File: config.mk
export PLATFORM = sky130hd
export DESIGN_NAME = song_sequencer
export DESIGN_NICKNAME = d
export VERILOG_FILES = /design/src/rtl/song_sequencer.sv
export SDC_FILE = /design/constraint.sdc
export NUM_CORES = 1
export LEC_CHECK = 0
export ABC_AREA = 0
export CORE_MARGIN = 5
export CORE_UTILIZATION = 55
export DETAILED_ROUTE_END_ITERATION = 7
export GPL_TIMING_DRIVEN = 1
export PLACE_DENSITY = 0.74
export SLEW_MARGIN = 5
export SYNTH_ARGS = -nofsm -noshare
export SYNTH_HDL_FRONTEND = slang
export SYNTH_SLANG_ARGS = --single-unit
File: constraint.sdc
create_clock -name clk -period 5.09 [get_ports clk]
set_clock_uncertainty 0.1 [all_clocks]
set_input_delay 1.018 -clock clk [delete_from_list [all_inputs] [get_ports clk]]
set_output_delay 1.018 -clock clk [all_outputs]
set_load 0.01 [all_outputs]
File: src/rtl/song_sequencer.sv
// Tempo-timed note sequencer: steps the song ROM index and times PLAY/GAP windows.
// Optional inter-note silence is enabled with `define SONG_SEQ_GAP_EN.
module song_sequencer #(
  parameter int TICK_DIV  = 100000,
  parameter int CNT_BITS  = 8,
  parameter int FN_BITS   = 12,
  parameter int GAP_TICKS = 20
) (
  input  logic                clk,
  input  logic                rst,
  input  logic                start,
  input  logic                pause,
  input  logic                abort,
  input  logic [1:0]          mod,
  input  logic [CNT_BITS-1:0] track,
  input  logic [FN_BITS-1:0]  full_note,
  input  logic [2:0]          goal_length,
  output logic [CNT_BITS-1:0] cnt,
  output logic                sound_en,
  output logic                over,
  output logic                busy,
  output logic                done,
  output logic [2:0]          state_dbg
);

  localparam int DW = FN_BITS + 1;
  localparam int GW = $clog2(GAP_TICKS + 1);
  localparam int TW = (GW > DW) ? GW : DW;
  localparam int PW = (TICK_DIV > 1) ? $clog2(TICK_DIV) : 1;
  localparam logic [PW-1:0] PRE_LAST = PW'(TICK_DIV - 1);
  localparam logic [TW-1:0] ONE      = TW'(1);
`ifdef SONG_SEQ_GAP_EN
  localparam logic [TW-1:0] GAP_LAST = TW'(GAP_TICKS - 1);
`endif

  typedef enum logic [2:0] {
    S_IDLE   = 3'd0,
    S_LOAD   = 3'd1,
    S_PLAY   = 3'd2,
    S_GAP    = 3'd3,
    S_PAUSED = 3'd4,
    S_DONE   = 3'd5
  } state_t;

  state_t                state, resume_state;
  logic [1:0]            mod_q;
  logic [CNT_BITS-1:0]   track_q;
  logic [TW-1:0]         dur, ticks;
  logic [DW-1:0]         full_mod, dur_calc;
  logic [PW-1:0]         presc;
  logic [2:0]            code;
  logic                  tick;

  always_comb begin
    code = (goal_length > 3'd4) ? 3'd4 : goal_length;
    case (mod_q)
      2'b10:   full_mod = {full_note, 1'b0};
      2'b11:   full_mod = {2'b00, full_note[FN_BITS-1:1]};
      default: full_mod = {1'b0, full_note};
    endcase
    dur_calc = full_mod >> code;
    if (dur_calc == '0) dur_calc = DW'(1);
  end

  assign tick      = (presc == PRE_LAST);
  assign state_dbg = state;

  // A note ends with one extra cycle in its last timing state where `over` is high;
  // that cycle chooses between the next LOAD and DONE.
  always_ff @(posedge clk) begin
    if (rst) begin
      state        <= S_IDLE;
      resume_state <= S_IDLE;
      mod_q        <= '0;
      track_q      <= '0;
      dur          <= '0;
      ticks        <= '0;
      presc        <= '0;
      cnt          <= '0;
      sound_en     <= 1'b0;
      over         <= 1'b0;
      busy         <= 1'b0;
      done         <= 1'b0;
    end else if (abort) begin
      state    <= S_IDLE;
      ticks    <= '0;
      presc    <= '0;
      cnt      <= '0;
      sound_en <= 1'b0;
      over     <= 1'b0;
      busy     <= 1'b0;
      done     <= 1'b0;
    end else begin
      case (state)
        S_IDLE, S_DONE: begin
          if (start) begin
            mod_q   <= mod;
            track_q <= track;
            cnt     <= '0;
            if (track == '0) begin
              state <= S_DONE;
              done  <= 1'b1;
              busy  <= 1'b0;
            end else begin
              state <= S_LOAD;
              done  <= 1'b0;
              busy  <= 1'b1;
            end
          end
        end
        S_LOAD: begin
          dur      <= TW'(dur_calc);
          presc    <= '0;
          ticks    <= '0;
          sound_en <= 1'b1;
          state    <= S_PLAY;
        end
        S_PLAY, S_GAP: begin
          if (over) begin
            over <= 1'b0;
            if (cnt == track_q) begin
              state <= S_DONE;
              done  <= 1'b1;
              busy  <= 1'b0;
            end else begin
              state <= S_LOAD;
            end
          end else if (pause) begin
            resume_state <= state;
            state        <= S_PAUSED;
            sound_en     <= 1'b0;
          end else if (!tick) begin
            presc <= presc + PW'(1);
          end else begin
            presc <= '0;
            ticks <= ticks + ONE;
            if (state == S_PLAY && (ticks + ONE) == dur) begin
              ticks    <= '0;
              sound_en <= 1'b0;
`ifdef SONG_SEQ_GAP_EN
              state    <= S_GAP;
`else
              over     <= 1'b1;
              cnt      <= cnt + CNT_BITS'(1);
`endif
            end
`ifdef SONG_SEQ_GAP_EN
            else if (state == S_GAP && ticks == GAP_LAST) begin
              ticks <= '0;
              over  <= 1'b1;
              cnt   <= cnt + CNT_BITS'(1);
            end
`endif
          end
        end
        S_PAUSED: begin
          if (!pause) begin
            state    <= resume_state;
            sound_en <= (resume_state == S_PLAY);
          end
        end
        default: state <= S_IDLE;
      endcase
    end
  end

endmodule

# --- Yosys cells after proc, flatten, opt, wreduce, memory -nomap -nowiden ---
# Index checks and enable logic that the tools add are counted.
totals:
  wordCells: 105
  input_bits: 30
  register_bits: 71
  out_inout_bits: 15
classes:
  n_mux: 45
  reduce_logical: 19
  n_bitwise: 2
  shift: 1
  add_sub_neg: 3
  n_lt_le_gt_ge: 1
  n_eq_ne: 22
ops:
  columns: ["operator", "n"]
  rows:
  - ["$mux W13", 5]
  - ["$pmux W13 S2", 2]
  - ["$mux W17", 3]
  - ["$mux W8", 5]
  - ["$pmux W17 S2", 1]
  - ["$mux W3", 7]
  - ["$add A17 B1 Y17 const B", 1]
  - ["$eq A17 B17 Y1 const B", 1]
  - ["$mux W1", 17]
  - ["$ne A2 B2 Y1 const B", 8]
  - ["$pmux W8 S2", 1]
  - ["$add A13 B1 Y13 const B", 1]
  - ["$eq A13 B13 Y1", 1]
  - ["$logic_not A13 Y1", 1]
  - ["$shr A13 B3 Y13", 1]
  - ["$pmux W3 S4", 1]
  - ["$eq A3 B2 Y1 const B", 3]
  - ["$ne A3 B3 Y1 const B", 3]
  - ["$reduce_and A3 Y1", 3]
  - ["$add A8 B1 Y8 const B", 1]
  - ["$eq A8 B8 Y1", 1]
  - ["$logic_not A8 Y1", 1]
  - ["$reduce_and A4 Y1", 2]
  - ["$eq A3 B3 Y1 const B", 2]
  - ["14 further kinds", 21]

# --- Logic depth before layout (Yosys ltp) ---
# Gate-level depths: netlist (run 1).
logic_depth:
  depth_word: 8
  depth_mapped: 10
  depth_no_buf: 8

# --- Worst setup path before layout (run 1) ---
# OpenSTA, ideal clock, no wires.
synth_path:
  path_type: "input to register"
  startpoint: "input port goal_length[0]"
  endpoint: "register dur[0]"
  path_buffers: 2
  t_required_ns: 4.904
  cell_stages: 9
  path_slack_ns: 1.792
  setup_time_ns: 0.086
  arrival_ns: 3.113
  cell_sequence: "clkbuf_1 -> nor2b_1 -> clkbuf_1 -> mux4_2 -> o22ai_1 -> a21oi_1 -> nor4bb_1 -> a31oi_1 -> a211oi_1"
synth_between:
  elab_chain_cells: 5
synth_rtl:
  columns: ["element", "line_no", "text"]
  rows:
  - ["start: declaration", "17", "input logic [2:0] goal_length,"]
  - ["$gt A3 B3 Y1", "55", "code = (goal_length > 3'd4) ? 3'd4 : goal_length;"]
  - ["$mux W3 *", "55", null]
  - ["$shr A13 B3 Y13 *", "61", "dur_calc = full_mod >> code;"]
  - ["$logic_not A13 Y1", "62", "if (dur_calc == '0) dur_calc = DW'(1);"]
  - ["$mux W13 *", "62", null]
  - ["end signal: assignment", "112", "dur <= TW'(dur_calc);"]
  - ["end: declaration", "48", "logic [TW-1:0] dur, ticks;"]
# Every way passes the cells marked *; elsewhere a longest branch is shown, timed or not.
# A chain may end at the register's enable or synchronous reset.

# --- Worst setup path in the final report (run 1) ---
layout_path:
  startpoint: "input port pause"
  endpoint: "register ticks[6]"
layout_between:
  elab_chain_cells: 2
layout_rtl:
  columns: ["element", "line_no", "text"]
  rows:
  - ["start: declaration", "12", "input logic pause,"]
  - ["$ne A2 B2 Y1 (no line)", null, null]
  - ["$reduce_and A4 Y1 (no line)", null, null]
  - ["end signal: assignment", "136", "ticks <= ticks + ONE;"]
  - ["end: declaration", "48", null]
# Every way passes these cells.

==> metrics.cfg, run 1 <==
[run_status]
status = completed

[cts]
clock_path_buffers = 2
cts_buffers = 9
cts_setup_buffers = 0
clock_sinks = 71
root_buffer = clkbuf_8
clk_latency_ns = 0.35
cts_hold_buf = 0
path_clk_slew_ns = 0.08
ctsResizeCount = 0
cts_tree = yes
h-tree-depth = 3

[place]
dp_hpwl_um = 8000
portBuffers = 44
gp_congestion = 0.844

[floorplanning]
ios = 45
dieArea_um2 = 10100
start_util = 0.555
std_cell_rows = 33
fp.dieW_um = 100
fp.coreArea_um2 = 8090
fp.dieH_um = 100

[logic_synthesis]
syn_inst = 563
post_synth_instance_area_um2 = 4490
async_reset_ff_frac = 0
synth_flop_cell = dfxtp_1
syn_nets = 596
yosys_warnings = 0
synth_top_area_share = 0.316
synth_cell_types = 65
synth_most_common_cell = dfxtp_1
synth-edff-count = 0
syn_area_per_cell_um2 = 7.98
synthTopCellsByArea = dfxtp_1 (32%), nand2_1 (5.8%), a21oi_1 (5.0%), nor2_1 (5.0%), xor2_1 (4.5%)
yosys-top-cells-count = dfxtp_1 (71), nand2_1 (69), nor2_1 (60), a21oi_1 (45), nand3_1 (26)
ys_seq_area_frac = 0.316
yosysTopAreaCell = dfxtp_1
synth_seq_cells = 71

[grt]
grt_max_degree = 31
grt_pass1_wl_um = 18700
antenna_found_initial = 0
grt_pass1_vias = 4056
grt_usage = 0.222
grt-ovfl-total = 0

[final_layout]
nFillCells = 769
multi_input_area_um2 = 2900
area_growth_syn_to_layout_pct = 13.8
n_antenna_cell = 0
seq_area_um2 = 1420
final_nets = 621
drive_gt1_frac = 0.0860

[sta]
tns_ns = 0
drv_slew = 0
setup_violations = 0
fmax_mhz = 289
hold_violations = 0
max-slew-margin-rel = 0.405
finalCritPeriodShare = 0.680
rsz0062_at_grt = no
fin_crit_ns = 3.46
max_slew.worst_pin.slew_ns = 0.890
hold_ws_ns = 0.390

[routing]
drt_iter0_markers = 184
drc = 0
vias = 4224
wl_per_cell_um = 15.4
final_antenna_net_count = 0
vias_per_cell = 6.05
wl_um = 10800
firstDrtPassIters = 4

[setup_path]
path_class = primary input to register
crit_fanout = 9
required_ns = 5.29
cp-start-kind = primary input
arrival_ns = 3.66
cp-end-kind = register

[pwr]
peakVddDrop_v = 0.000164
leakage_nw = 1.71
power_density_nw_per_um2 = 224

[run]
drv_cap = 0

[min_path]
hold_path_class = register to register

## critical path, stage by stage
cell and delay [ns]:
clkdlybuf4s50_1 0.49, or3b_2 0.52, a21o_1 0.29, a21oi_1 0.35
nand2_1 0.12, a311oi_2 0.59, o21ai_0 0.18, nand2_1 0.08
## layout by cell type, fill, tap and decap left out, types with 5 or more instances in the layout
cell / n
a2111o_1: 5
a211oi_1: 7
a21oi_1: 45
a31oi_1: 5
clkbuf_8: 9
clkdlybuf4s50_1: 44
dfxtp_1: 71
inv_1: 8
mux2_2: 12
mux2i_1: 9
mux4_2: 6
nand2_1: 69
nand2b_1: 7
nand3_1: 26
nand4_1: 10
nor2_1: 60
nor2b_1: 6
nor3_1: 13
nor4_1: 10
o2111ai_1: 6
o211ai_1: 8
o21ai_0: 23
o221ai_1: 5
or2_2: 6
xnor2_1: 18
xor2_1: 23
## layout make-up
type / instances / share of cell area
Clock buffer: 9 / 0.0242
Clock inverter: 7 / 0.00954
Inverter: 8 / 0.00587
Multi-Input combinational cell: 451 / 0.566
Sequential cell: 71 / 0.278
Tap cell: 105 / 0.0257
Timing Repair Buffer: 47 / 0.0905
## power by group
group / switching (W) / internal [W] / leakage (nW)
registers: 0.0000136 / 0.000565 / 0.574
clock network: 0.000224 / 0.000177 / 0.0894
logic: 0.0000883 / 0.0000777 / 1.05
total: 0.000326 / 0.000820 / 1.71
## registers in the layout (all words and copies together), names as in the netlist
register,count
ticks,13
presc,17
sound_en,1
done,1
mod_q,2
state_dbg,3
dur,13
track_q,8
busy,1
resume_state,3
over,1
cnt,8
## routing by layer
layer / GRT usage / routed length, µm
met1: 0.297 / 5000
met2: 0.358 / 5130
met3: 0.0549 / 526
met4: 0.0560 / 112
met5: 0 / 0
## path summary, 6_finish.rpt
check	cells past startpoint	slack, ns	from	to
min	2	0.39	track_q[6]	track_q[6]
max reg2reg	8	1.85	ticks[0]	over
min reg2reg	2	0.39	track_q[6]	track_q[6]
max	8	1.63	pause	ticks[6]
## through the flow
stage | instances | total power, W | cell area, µm² | utilization | setup slack [ns]
floorplan | 563 | 0.000699 | 4490 | - | 1.79
global placement | 682 | 0.000753 | 4940 | 0.611 | 1.36
detailed placement | 682 | 0.000756 | 4940 | 0.611 | 1.30
CTS | 698 | 0.00116 | 5110 | 0.632 | 1.66
global route | 698 | 0.00120 | 5110 | 0.632 | 1.41
finish | 698 | 0.00115 | 5110 | 0.632 | 1.63
## kinds of logic after synthesis
family	share of synthesized area
xor+xnor	0.0799
compound gates	0.202
fa+ha+maj	0.00836
simple gates	0.274
mux	0.0802
flops	0.316
buf+inv	0.0390
No activity file was read; power rests on OpenSTA's default activity.
==> run 2: changes to the inputs <==
--- a/config.mk
+++ b/config.mk
@@ -7,7 +7,7 @@
 export LEC_CHECK = 0
 export ABC_AREA = 0
 export CORE_MARGIN = 5
-export CORE_UTILIZATION = 55
+export CORE_UTILIZATION = 52
 export DETAILED_ROUTE_END_ITERATION = 7
 export GPL_TIMING_DRIVEN = 1
 export PLACE_DENSITY = 0.74
==> constraint.sdc (replaced) <==
create_clock -name clk -period 3.05 [get_ports clk]
set_clock_uncertainty 0.1 [all_clocks]
set_input_delay 0.61 -clock clk [delete_from_list [all_inputs] [get_ports clk]]
set_output_delay 0.61 -clock clk [all_outputs]
set_load 0.01 [all_outputs]
==> metrics.cfg, run 2 (synthesis results as in run 1) <==
[pwr]
peakVddDrop_v = 0.000252  ; +53%
leakage_nw = 1.90  ; +11%
power_density_nw_per_um2 = 406  ; +81%
power_w = 0.00222  ; +94%

[grt]
grt_pass1_vias = 4234  ; +4.4%
grt_pass1_wl_um = 19200  ; +3.0%
grt-ovfl-total = 0  ; unchanged
grt_usage = 0.225  ; +0.00319
antenna_found_initial = 0  ; unchanged
grt_max_degree = 28  ; -9.7%
grt.met2_usage = 0.369  ; +0.0107
use_met1 = 0.293  ; -0.00322
top_usage_layer = met2
groute.layer.met3.usage = 0.0582  ; +0.00329

[sta]
tns_ns = 0  ; unchanged
max-slew-margin-rel = 0.586  ; +0.181
finalCritPeriodShare = 0.978
hold_ws_ns = 0.386  ; -0.00418 ns
hold_violations = 0  ; unchanged
fin_crit_ns = 2.98
rsz0062_at_grt = no
fmax_mhz = 335
drv_slew = 0  ; unchanged
setup_violations = 0  ; unchanged
max_slew.worst_pin.slew_ns = 0.613  ; -0.277 ns

[floorplanning]
fp.dieW_um = 103  ; +2.6%
dieArea_um2 = 10600  ; +5.2%
fp.coreArea_um2 = 8550  ; +5.7%
std_cell_rows = 34  ; +3.0%
ios = 45  ; unchanged
start_util = 0.525  ; -0.0297
fp.dieH_um = 103  ; +2.6%

[final_layout]
final_cell_mix = dfxtp_1 (71), nand2_1 (69), nor2_1 (60)
drive_gt1_frac = 0.139  ; +0.0534
largest_reg_flops = 17  ; unchanged
nFillCells = 736  ; -4.3%
final_nets = 652  ; +5.0%
final_common_cell = dfxtp_1
regMostFlops = presc
n_antenna_cell = 0  ; unchanged
area_growth_syn_to_layout_pct = 21.6
seq_area_um2 = 1420  ; unchanged
top_regs = presc (17), dur (13), ticks (13)
multi_input_area_um2 = 2930  ; +1.3%

[routing]
drc = 0  ; unchanged
wl_um = 11700  ; +8.2%
wl_per_cell_um = 15.9  ; +3.2%
vias = 4434  ; +5.0%
final_antenna_net_count = 0  ; unchanged
vias_per_cell = 6.06  ; about the same
firstDrtPassIters = 5  ; +1
drt_iter0_markers = 267  ; +45%

[cts]
path_clk_slew_ns = 0.08  ; about the same
clk_latency_ns = 0.36  ; about the same
clock_path_buffers = 2  ; unchanged
clock_sinks = 71  ; unchanged
h-tree-depth = 3  ; unchanged
cts_buffers = 9  ; unchanged
cts_tree = yes
root_buffer = clkbuf_8

[run_status]
status = completed

[setup_path]
cp-start-kind = register
cp-end-kind = register
path_class = register to register
arrival_ns = 3.19  ; -0.47 ns
required_ns = 3.26  ; -2.03 ns
crit_fanout = 8  ; -1

[min_path]
hold_path_class = register to register

[place]
gp_congestion = 0.903  ; +7.1%
portBuffers = 44  ; unchanged
dp_hpwl_um = 8340  ; +4.2%

[run]
drv_cap = 0  ; unchanged

[run 2: metrics by stage]
stage,utilization,cells,cell area (µm²),setup WS (ns)
floorplan,-,563,4490,0.118
global placement,0.605,715,5170,0.0705
detailed placement,0.605,715,5170,0.0281
CTS,0.635,731,5430,0.113
global route,0.639,732,5460,0.000962
finish,0.639,732,5460,0.0668
[run 2: what timing repair did]
action | 4_1_cts | 5_1_grt
setup endpoints to repair | 0 | 6
hold buffers | 0 | 0
gates resized for setup | 0 | 8
setup buffers | 0 | 0
[run 2: layout make-up]
class	instances	area share
flip-flops and latches	71	0.260
inverters	8	0.00550
clock buffers	11	0.0277
well taps	108	0.0247
multi-input cells	452	0.537
repair buffers	77	0.126
clock inverters	5	0.0190
[run 2: worst max-delay path, stage by stage, from the launching register on]
cell,delay [ns]
dfxtp_1,0.34
buf_4,0.16
nand4_1,0.19
or3_4,0.48
o31ai_2,0.32
o221ai_2,0.21
or4_4,0.63
a2111o_1,0.43
nand2_1,0.07
[run 2: per-layer routing]
| layer | part of all wire | vias to the layer above |
|---|---|---|
| met5 | 0 | - |
| met1 | 0.45 | 2087 |
| met3 | 0.065 | 21 |
| met2 | 0.48 | 141 |
| li1 | - | 2185 |
| met4 | 0.012 | 0 |
[run 2: worst paths after layout]
kind                  from     end  slack, ns  cells after the start
setup / recovery  ticks[0]  cnt[5]       0.07                      8
hold / removal      dur[2]  dur[2]       0.39                      2
setup reg to reg  ticks[0]  cnt[5]       0.07                      8
hold reg to reg     dur[2]  dur[2]       0.39                      2
[run 2: power by group]
group	switching [W]	internal (W)	total, W
registers	0.0000177	0.000943	0.000960
clock network	0.000360	0.000588	0.000948
logic	0.000161	0.000150	0.000311
total	0.000539	0.00168	0.00222
